File: src/rtl/mem_arbiter_if.sv
// Requester, RAM and status signals of the two-port RAM arbiter.
// slave is the arbiter's view; master is the view of whatever drives the requests and the RAM.
interface mem_arbiter_if;
    logic        req0;
    logic        req1;
    logic        we0;
    logic        we1;
    logic [15:0] addr0;
    logic [15:0] addr1;
    logic [15:0] wdata0;
    logic [15:0] wdata1;
    logic        gnt0;
    logic        gnt1;
    logic        done0;
    logic        done1;
    logic [15:0] rdata0;
    logic [15:0] rdata1;
    logic [15:0] ram_addr;
    logic [15:0] ram_wdata;
    logic [15:0] ram_rdata;
    logic        ram_rd;
    logic        ram_wr;
    logic        busy;
    logic [1:0]  stateout;

    modport slave (
        input  req0, req1, we0, we1, addr0, addr1, wdata0, wdata1, ram_rdata,
        output gnt0, gnt1, done0, done1, rdata0, rdata1,
        output ram_addr, ram_wdata, ram_rd, ram_wr, busy, stateout
    );

    modport master (
        output req0, req1, we0, we1, addr0, addr1, wdata0, wdata1, ram_rdata,
        input  gnt0, gnt1, done0, done1, rdata0, rdata1,
        input  ram_addr, ram_wdata, ram_rd, ram_wr, busy, stateout
    );
endinterface

File: src/rtl/mem_arbiter.sv
// Round-robin arbiter giving two requesters exclusive single-word RAM access.
// Request to done takes WAIT_CYCLES+1 edges; a losing or late requester simply waits, reqN held high.
module mem_arbiter #(
    parameter int unsigned WAIT_CYCLES = 1
) (
    input  logic          clock,
    input  logic          reset,
    mem_arbiter_if.slave  bus
);
    localparam logic [3:0] WAIT_EFF = (WAIT_CYCLES == 0) ? 4'd1 : 4'(WAIT_CYCLES);

    typedef enum logic [1:0] {
        IDLE    = 2'd0,
        ACCESS  = 2'd1,
        DONE    = 2'd2,
        ILLEGAL = 2'd3
    } state_t;

    state_t      state;
    state_t      state_nxt;
    logic        owner;
    logic        last;
    logic [3:0]  cnt;
    logic        we_l;
    logic [15:0] addr_l;
    logic [15:0] wdata_l;
    logic        gnt0_q;
    logic        gnt1_q;
    logic [15:0] rdata0_q;
    logic [15:0] rdata1_q;
    logic        any_req;
    logic        pick;
    logic        access_end;

    // On contention the port that did not win last time goes first.
    always_comb begin
        any_req    = bus.req0 | bus.req1;
        pick       = (bus.req0 & bus.req1) ? ~last : bus.req1;
        access_end = (cnt == WAIT_EFF);
    end

    always_ff @(posedge clock or posedge reset) begin
        if (reset) begin
            state <= IDLE;
        end else begin
            state <= state_nxt;
        end
    end

    always_comb begin
        state_nxt = state;
        case (state)
            IDLE:    if (any_req) state_nxt = ACCESS;
            ACCESS:  if (access_end) state_nxt = DONE;
            DONE:    state_nxt = IDLE;
            default: state_nxt = IDLE;
        endcase
    end

    always_ff @(posedge clock or posedge reset) begin
        if (reset) begin
            owner    <= 1'b0;
            last     <= 1'b1;
            cnt      <= 4'd0;
            we_l     <= 1'b0;
            addr_l   <= 16'd0;
            wdata_l  <= 16'd0;
            gnt0_q   <= 1'b0;
            gnt1_q   <= 1'b0;
            rdata0_q <= 16'd0;
            rdata1_q <= 16'd0;
        end else begin
            case (state)
                IDLE: begin
                    if (any_req) begin
                        owner   <= pick;
                        last    <= pick;
                        cnt     <= 4'd1;
                        we_l    <= pick ? bus.we1    : bus.we0;
                        addr_l  <= pick ? bus.addr1  : bus.addr0;
                        wdata_l <= pick ? bus.wdata1 : bus.wdata0;
                        gnt0_q  <= ~pick;
                        gnt1_q  <= pick;
                    end
                end
                ACCESS: begin
                    cnt <= cnt + 4'd1;
                    // Read data is taken on the edge that leaves ACCESS, while ram_rd is still high.
                    if (access_end && !we_l) begin
                        if (owner) rdata1_q <= bus.ram_rdata;
                        else       rdata0_q <= bus.ram_rdata;
                    end
                end
                default: begin
                    gnt0_q <= 1'b0;
                    gnt1_q <= 1'b0;
                end
            endcase
        end
    end

    // RAM strobes come only from the state register and latched request, so reset cuts them off at once.
    assign bus.ram_rd    = (state == ACCESS) & ~we_l;
    assign bus.ram_wr    = (state == ACCESS) &  we_l;
    assign bus.ram_addr  = addr_l;
    assign bus.ram_wdata = wdata_l;
    assign bus.gnt0      = gnt0_q;
    assign bus.gnt1      = gnt1_q;
    assign bus.done0     = (state == DONE) & ~owner;
    assign bus.done1     = (state == DONE) &  owner;
    assign bus.rdata0    = rdata0_q;
    assign bus.rdata1    = rdata1_q;
    assign bus.busy      = (state != IDLE);
    assign bus.stateout  = state;
endmodule

File: src/flat_wrapper.sv
// flat-port wrapper written by rule: the top's interface ports become plain ports
module mem_arbiter_flat 
#(
    parameter int unsigned WAIT_CYCLES = 1
)
  (clock, reset, bus_req0, bus_req1, bus_we0, bus_we1, bus_addr0, bus_addr1, bus_wdata0, bus_wdata1, bus_ram_rdata, bus_gnt0, bus_gnt1, bus_done0, bus_done1, bus_rdata0, bus_rdata1, bus_ram_addr, bus_ram_wdata, bus_ram_rd, bus_ram_wr, bus_busy, bus_stateout);
  mem_arbiter_if bus_i ();
  input  logic clock;
  input  logic reset;
  input wire logic [$bits(bus_i.req0)-1:0] bus_req0;
  input wire logic [$bits(bus_i.req1)-1:0] bus_req1;
  input wire logic [$bits(bus_i.we0)-1:0] bus_we0;
  input wire logic [$bits(bus_i.we1)-1:0] bus_we1;
  input wire logic [$bits(bus_i.addr0)-1:0] bus_addr0;
  input wire logic [$bits(bus_i.addr1)-1:0] bus_addr1;
  input wire logic [$bits(bus_i.wdata0)-1:0] bus_wdata0;
  input wire logic [$bits(bus_i.wdata1)-1:0] bus_wdata1;
  input wire logic [$bits(bus_i.ram_rdata)-1:0] bus_ram_rdata;
  output wire logic [$bits(bus_i.gnt0)-1:0] bus_gnt0;
  output wire logic [$bits(bus_i.gnt1)-1:0] bus_gnt1;
  output wire logic [$bits(bus_i.done0)-1:0] bus_done0;
  output wire logic [$bits(bus_i.done1)-1:0] bus_done1;
  output wire logic [$bits(bus_i.rdata0)-1:0] bus_rdata0;
  output wire logic [$bits(bus_i.rdata1)-1:0] bus_rdata1;
  output wire logic [$bits(bus_i.ram_addr)-1:0] bus_ram_addr;
  output wire logic [$bits(bus_i.ram_wdata)-1:0] bus_ram_wdata;
  output wire logic [$bits(bus_i.ram_rd)-1:0] bus_ram_rd;
  output wire logic [$bits(bus_i.ram_wr)-1:0] bus_ram_wr;
  output wire logic [$bits(bus_i.busy)-1:0] bus_busy;
  output wire logic [$bits(bus_i.stateout)-1:0] bus_stateout;
  assign bus_i.req0 = bus_req0;
  assign bus_i.req1 = bus_req1;
  assign bus_i.we0 = bus_we0;
  assign bus_i.we1 = bus_we1;
  assign bus_i.addr0 = bus_addr0;
  assign bus_i.addr1 = bus_addr1;
  assign bus_i.wdata0 = bus_wdata0;
  assign bus_i.wdata1 = bus_wdata1;
  assign bus_i.ram_rdata = bus_ram_rdata;
  assign bus_gnt0 = bus_i.gnt0;
  assign bus_gnt1 = bus_i.gnt1;
  assign bus_done0 = bus_i.done0;
  assign bus_done1 = bus_i.done1;
  assign bus_rdata0 = bus_i.rdata0;
  assign bus_rdata1 = bus_i.rdata1;
  assign bus_ram_addr = bus_i.ram_addr;
  assign bus_ram_wdata = bus_i.ram_wdata;
  assign bus_ram_rd = bus_i.ram_rd;
  assign bus_ram_wr = bus_i.ram_wr;
  assign bus_busy = bus_i.busy;
  assign bus_stateout = bus_i.stateout;
  mem_arbiter #(.WAIT_CYCLES(WAIT_CYCLES)) u_core (.clock(clock), .reset(reset), .bus(bus_i));
endmodule
File: config.mk
export PLATFORM = sky130hd
export DESIGN_NAME = mem_arbiter_flat
export DESIGN_NICKNAME = d
export VERILOG_FILES = /design/src/rtl/mem_arbiter_if.sv /design/src/rtl/mem_arbiter.sv /design/src/flat_wrapper.sv
export SDC_FILE = /design/constraint.sdc
export NUM_CORES = 1
export LEC_CHECK = 0
export ABC_AREA = 1
export CORE_MARGIN = 2
export CORE_UTILIZATION = 38
export CTS_CLUSTER_SIZE = 28
export DETAILED_ROUTE_END_ITERATION = 8
export GPL_TIMING_DRIVEN = 0
export PLACE_DENSITY_LB_ADDON = 0.1
export REMOVE_ABC_BUFFERS = 1
export SLEW_MARGIN = 30
export SYNTH_ARGS = -nofsm -noshare
export SYNTH_HDL_FRONTEND = slang
export SYNTH_SLANG_ARGS = --single-unit
File: constraint.sdc
create_clock -name clock -period 2.05 [get_ports clock]
set_clock_uncertainty 0.05 [all_clocks]
set_input_delay 0.205 -clock clock [delete_from_list [all_inputs] [get_ports clock]]
set_output_delay 0.205 -clock clock [all_outputs]
set_load 0.03 [all_outputs]
==> out/metrics.yaml <==
sta:
  slew_viol_final: 0
  max_freq_ghz: 0.514
  hold_viol: 0
  finalCritPeriodShare_pct: 95.0
  holdWs_ns: 0.196
  final.setup.tns_ns: 0
  worst_pin_slew_ns: 0.555
  finalSetupViolCount: 0
  fin_crit_ns: 1.95
  grt_setup_unrepaired: "false"
  slew_headroom_pct: 63.0
setup_path:
  criticalPathCategory: "flip-flop to output pin"
  crit_slowest_cell: "clkdlybuf4s50_1"
  r2r-start: "u_core.last"
  arrival_ns: 1.69
  crit_start: "u_core.bus.stateout[0]"
  cp_max_fo: 7
  critPathCapture: "bus_busy"
  reg2regPathDepth: 7
  start_kind: "flip-flop"
  cp_slowest_stage_delay_ns: 0.59
  path_cells: "nor2_2 > inv_1 > clkdlybuf4s50_1"
  cp.required_ns: 1.79
  reg2reg_to: "u_core.bus.ram_addr[14]"
  rrSetupSlack_ns: 0.30
  crit_path_end_kind: "output pin"
finish:
  syn_to_final_growth_pct: 55.0
  nets: 684
  multi_input_area_um2: 1450
  nFillCells: 799
  antenna_cells: 0
  layout-drive-gt1-share_pct: 5.99
  seqCellArea_um2: 1880
global_routing:
  grt_use_met3_pct: 6.54
  busiest_layer: "met2"
  grt_antenna_before_repair: 0
  grt_start_max_net_pins: 42
  globalRouteTotalUtil_pct: 19.1
  grt_pass1_vias: 3094
  grt-ovfl-total: 0
  grt_util_met1_pct: 24.3
  grtUsageMet2_pct: 30.6
  grt_first_pass_wirelength_um: 15000
floorplan:
  die_y_um: 99.5
  die_width_um: 99.5
  ios: 159
  fp-row-count: 34
  coreArea_um2: 8760
  fp.dieArea_um2: 9890
  start_util_pct: 39.5
synthesis:
  syn_avg_cell_area_um2: 7.76
  ys_seq_elements: 75
  syn_inst: 446
  synth_cell_types: 26
  netlist_area_um2: 3460
  seq_area_frac_synth_pct: 54.2
  ys_warn_count: 0
cts:
  root_buffer: "clkbuf_8"
  clock_sinks: 75
  cts_buffers: 9
  cts_tree: "yes"
  cts_resized: 8
  cts_htree_levels: 3
  hold_buffers: 0
  post-cts-setup-buffers: 0
  clk_latency_ns: 0.34
  cts_buffer_depth: 2
  clkTransAtPathRegs_ns: 0.08
drt:
  first_pass_iters: 4
  drt_iter0_markers: 116
  wl_per_cell_um: 13.1
  via_per_inst: 4.65
  drt-total-wl_um: 9310
  ant_nets: 0
  drc: 0
  vias: 3295
power:
  p_seq_share_pct: 30.1
  p_clk_share_pct: 15.6
  p_per_area_nw_per_um2: 1690
  ir_worst_vdd_uv: 650
  switchingPower_w: 0.00412
  swShare_pct: 45.5
  p_comb_share_pct: 54.3
  internal_power_w: 0.00495
  p_leak_nw: 2.67
flow_run:
  maxCapViolations: 0
placement:
  portBuffers: 158
  hpwl_um: 6570
  gp_congestion: 0.797
run_status:
  status: "complete, no violations"
hold_path:
  hp-class: "input port to asynchronous set/reset pin"
sequential cells by signal (all words and copies together) (netlist names), 2 cells and up:
| register | cells |
|---|---|
| u_core.bus.stateout | 2 |
| u_core.bus.ram_addr | 16 |
| u_core.bus.ram_wdata | 16 |
| u_core.bus.rdata1 | 16 |
| u_core.cnt | 4 |
| u_core.bus.rdata0 | 16 |
critical path: cells and delay by family (launching register included):
kind / cells / cell delay, ns
and+or+nand+nor: 1 / 0.21
DFF: 1 / 0.48
buffers and inverters: 2 / 0.65
stage by stage:
step	instances	instance area, um2	power, W	utilization (%)	setup WS (ns)
final	709	5370	0.00907	61.3	0.103
after global routing	709	5370	0.00968	61.3	0.0293
after CTS	709	5360	0.00916	61.1	0.0135
after detailed placement	693	5100	0.00771	58.2	-0.345
after global placement	692	5070	0.00764	57.9	-1.37
after floorplan	426	3350	0.00558	-	-0.113
how the worst min path moves through the flow:
stage / to / slack, ns / cells past startpoint
4_1_cts: u_core.bus.ram_addr[6] / 0.21 / 2
6_report: u_core.bus.ram_addr[6] / 0.20 / 2
3_5_place_dp: u_core.bus.rdata1[13] / 0.41 / 2
3_3_place_gp: u_core.bus.rdata1[6] / 0.40 / 2
2_1_floorplan: u_core.bus.rdata0[0] / 0.27 / 2
5_1_grt: u_core.bus.ram_addr[6] / 0.23 / 2
final cells by class:
type                       count  share of cell area (%)
clock inverter                 4                    1.82
inverter                      13                    1.05
timing repair buffer         159                    29.7
sequential                    75                    35.1
tap                          108                    2.52
multi-input combinational    338                    26.9
clock buffer                  12                    2.89
synth_stat cells:
library cell / count / area share [%]
inv_2: 5 / 0.54
dfrtp_1: 74 / 53
nor3_1: 2 / 0.29
nand2_2: 1 / 0.18
o21ai_1: 11 / 1.6
buf_4: 3 / 0.65
nand3_2: 1 / 0.29
nor2_1: 3 / 0.33
clkbuf_1: 5 / 0.54
o21a_1: 1 / 0.22
nand2_1: 275 / 30
nor2_8: 1 / 0.58
ha_1: 2 / 0.72
nand2_4: 1 / 0.33
nand3_4: 1 / 0.51
buf_2: 11 / 1.6
o22ai_1: 1 / 0.18
nand3_1: 22 / 3.2
dfstp_2: 1 / 0.76
o21ai_0: 10 / 1.4
buf_6: 1 / 0.33
nand4_1: 1 / 0.18
inv_1: 8 / 0.87
nor2_2: 1 / 0.18
xnor2_1: 1 / 0.25
nor2_4: 3 / 0.98
per-layer routing:
layer	vias to the layer above	share of wire [%]
met5	-	0
met4	0	1.1
met1	1491	41
met2	125	48
met3	11	10
li1	1668	-
cells by family after synthesis:
family | after synthesis | share of synthesized area, %
xor+xnor | 1 | 0.253
buf+inv | 33 | 4.52
flops | 75 | 54.2
fa+ha+maj | 2 | 0.723
compound gates | 23 | 3.43
simple gates | 312 | 36.8
power groups by stage:
stage	clock, W	sequential (W)	combinational (W)
after global placement	0	0.00272	0.00492
after floorplan	0	0.00397	0.00161
after global routing	0.00150	0.00285	0.00533
after detailed placement	0	0.00273	0.00498
after CTS	0.00144	0.00273	0.00499
final	0.00141	0.00273	0.00493
placed cells by master (no fill, tap or decap), drive strengths merged:
cell type      netlist  layout
buf                 15       1
bufinv               0       3
clkbuf               5      12
clkdlybuf4s50        0     154
clkinvlp             0       1
dfrtp               74      74
dfstp                1       1
dlygate4sd2          0       4
ha                   2       2
inv                 13      13
nand2              277     277
nand3               24      24
nand4                1       1
nor2                 8       8
nor3                 2       2
o21a                 1       1
o21ai               21      21
o22ai                1       1
xnor2                1       1
No activity file was read; power rests on OpenSTA's default activity.
==> variant, RTL diff (same settings) <==
Make the reset (`reset`) synchronous in 2 clocked blocks.
--- a/src/rtl/mem_arbiter.sv
+++ b/src/rtl/mem_arbiter.sv
@@ -39,7 +39,7 @@
         access_end = (cnt == WAIT_EFF);
     end
 
-    always_ff @(posedge clock or posedge reset) begin
+    always_ff @(posedge clock) begin
         if (reset) begin
             state <= IDLE;
         end else begin
@@ -57,7 +57,7 @@
         endcase
     end
 
-    always_ff @(posedge clock or posedge reset) begin
+    always_ff @(posedge clock) begin
         if (reset) begin
             owner    <= 1'b0;
             last     <= 1'b1;
Behaviour: differs if reset is asserted again (counterexample within 4 cycles, from zero or initial values and one cycle with reset high); with reset held inactive, the same outputs for 10 cycles.
==> variant against the unedited design <==
Sequential share of layout area shrank 6.5 points; sequential cell count is the same; critical path type unchanged; final area shrank 1.9%; synthesized area grew 1.0%; via count grew 9.0%; first-iteration DRC count shrank 32%; wire length shrank 1.5%; worst setup slack lost 0.028 ns.
Power is not compared: it rests on default switching activity, and its combinational part moved more than twofold at a synthesized area within 25%.
==> variant: results (changes against the unedited design) <==
Synthesis
  – Library cells used by synthesis: 24 (-7.7%)
  – Post-Synth XOR/XNOR Area: 0% (-0.25 points)
  – Adder-Cell Fraction of Synth Area: 0.715% (-0.0075 points)
  – Commonest cells post-synth: 195 x nand2_1, 75 x dfxtp_1, 58 x nand3_1, 55 x a21oi_1, 54 x nor2_1
  – Top cell type's share of synthesized area: 42.9% (-11 points)
  – Synth Area in Compound Gates: 8.01% (+4.6 points)
  – Asr flop ratio synth: 0% (-100 points)
  – Synth area leaders: dfxtp_1 43%, nand2_1 21%, nand3_1 8.3%

Clocking
  – Clk slew on worst S/H paths: 0.08 ns (about the same)
  – Post_cts resized: 5 (-3)

GRT
  – First-pass GRT wire length: 14.4 mm (-4.0%)
  – GR Util All Layers: 17.6% (-1.4 points)
  – Vias in the first global route: 3250 (+5.0%)

Place
  – Setup WS pre-CTS: -0.362 ns (-0.0167 ns)
  – Post-DP HPWL: 6.35 mm (-3.3%)

Drt
  – Avg Vias per Cell: 4.69 (+0.85%)
  – Wire per inst: 12.0 um (-8.8%)
  – DR iter-0 viols: 79 (-32%)

Worst setup path
  – Max FO, Critical Path: 4 (-3)
  – R2R Path Start: u_core.cnt[0]
  – FF-to-FF End: u_core.bus.rdata1[1]
  – R2r setup slk: 0.27 ns (-0.03 ns)
  – Worst reg2reg path depth: 6 (-1)
  – Data arrival time of the critical path: 1.72 ns (+0.03 ns)

Cells and area
  – Share of cells above drive strength 1: 5.04% (-0.95 points)
  – Fillers: 916 (+15%)

Hold path
  – Hold Crit Class: in -> reg

Run status
  – Run status: finished clean

STA
  – Slew margin rel.: 54.2% (-8.7 points)
  – Peak Freq: 0.506 GHz (-1.4%)
variant: how the worst max path moves through the flow:
stage          depth (start not counted)                endpoint                   start
2_1_floorplan                          2               bus_done1            u_core.owner
3_3_place_gp                           6  u_core.bus.ram_addr[2]                bus_req1
3_5_place_dp                           7  u_core.bus.ram_addr[0]                bus_req0
4_1_cts                                7  u_core.bus.ram_addr[0]                bus_req0
5_1_grt                                3                bus_busy  u_core.bus.stateout[1]
6_report                               3                bus_busy  u_core.bus.stateout[1]
variant: where the power goes:
group | internal [W] | switching (W) | leakage, nW | total, W
registers | 0.00157 | 0.0000874 | 0.614 | 0.00166
logic | 0.000469 | 0.000638 | 1.50 | 0.00111
clock network | 0.000937 | 0.000543 | 0.131 | 0.00148
variant: kinds of logic after synthesis:
logic type                 after synthesis
adders and majority gates                2
and+or+nand+nor                        319
AOI/OAI and AO/OA                       56
buffers and inverters                   61
DFF                                     75
variant: through the flow:
| stage | cell area, um^2 | hold WS (ns) | instances | total power (W) | utilization (%) |
|---|---|---|---|---|---|
| 4_1_cts | 5260 | 0.0955 | 766 | 0.00430 | 58.0 |
| 5_1_grt | 5260 | 0.118 | 766 | 0.00445 | 58.1 |
| 6_report | 5260 | 0.114 | 766 | 0.00425 | 58.1 |
| 2_1_floorplan | 3260 | 0.224 | 480 | 0.00229 | - |
| 3_5_place_dp | 5000 | 0.405 | 750 | 0.00281 | 55.1 |
| 3_3_place_gp | 4980 | 0.400 | 749 | 0.00280 | 55.0 |
variant: cell type report:
cell class | count | share of cell area (%)
Inverter | 28 | 2.09
Sequential cell | 75 | 28.6
Tap cell | 111 | 2.64
Timing Repair Buffer | 159 | 30.1
Clock inverter | 6 | 2.61
Clock buffer | 10 | 2.42
Multi-Input combinational cell | 377 | 31.5
variant: per-layer routing:
| layer | up-vias | track usage (%) | part of all wire, % |
|---|---|---|---|
| li1 | 1887 | - | - |
| met1 | 1576 | 19.8 | 44 |
| met2 | 116 | 30.0 | 45 |
| met3 | 11 | 7.38 | 10 |
| met4 | 0 | 6.43 | 1.2 |
| met5 | - | 0 | 0 |
variant: critical path: cells and delay by family (launching register included):
| kind | cells | cell delay [ns] |
|---|---|---|
| buffers and inverters | 2 | 0.78 |
| flip-flops | 1 | 0.50 |
| AND/OR/NAND/NOR | 1 | 0.10 |
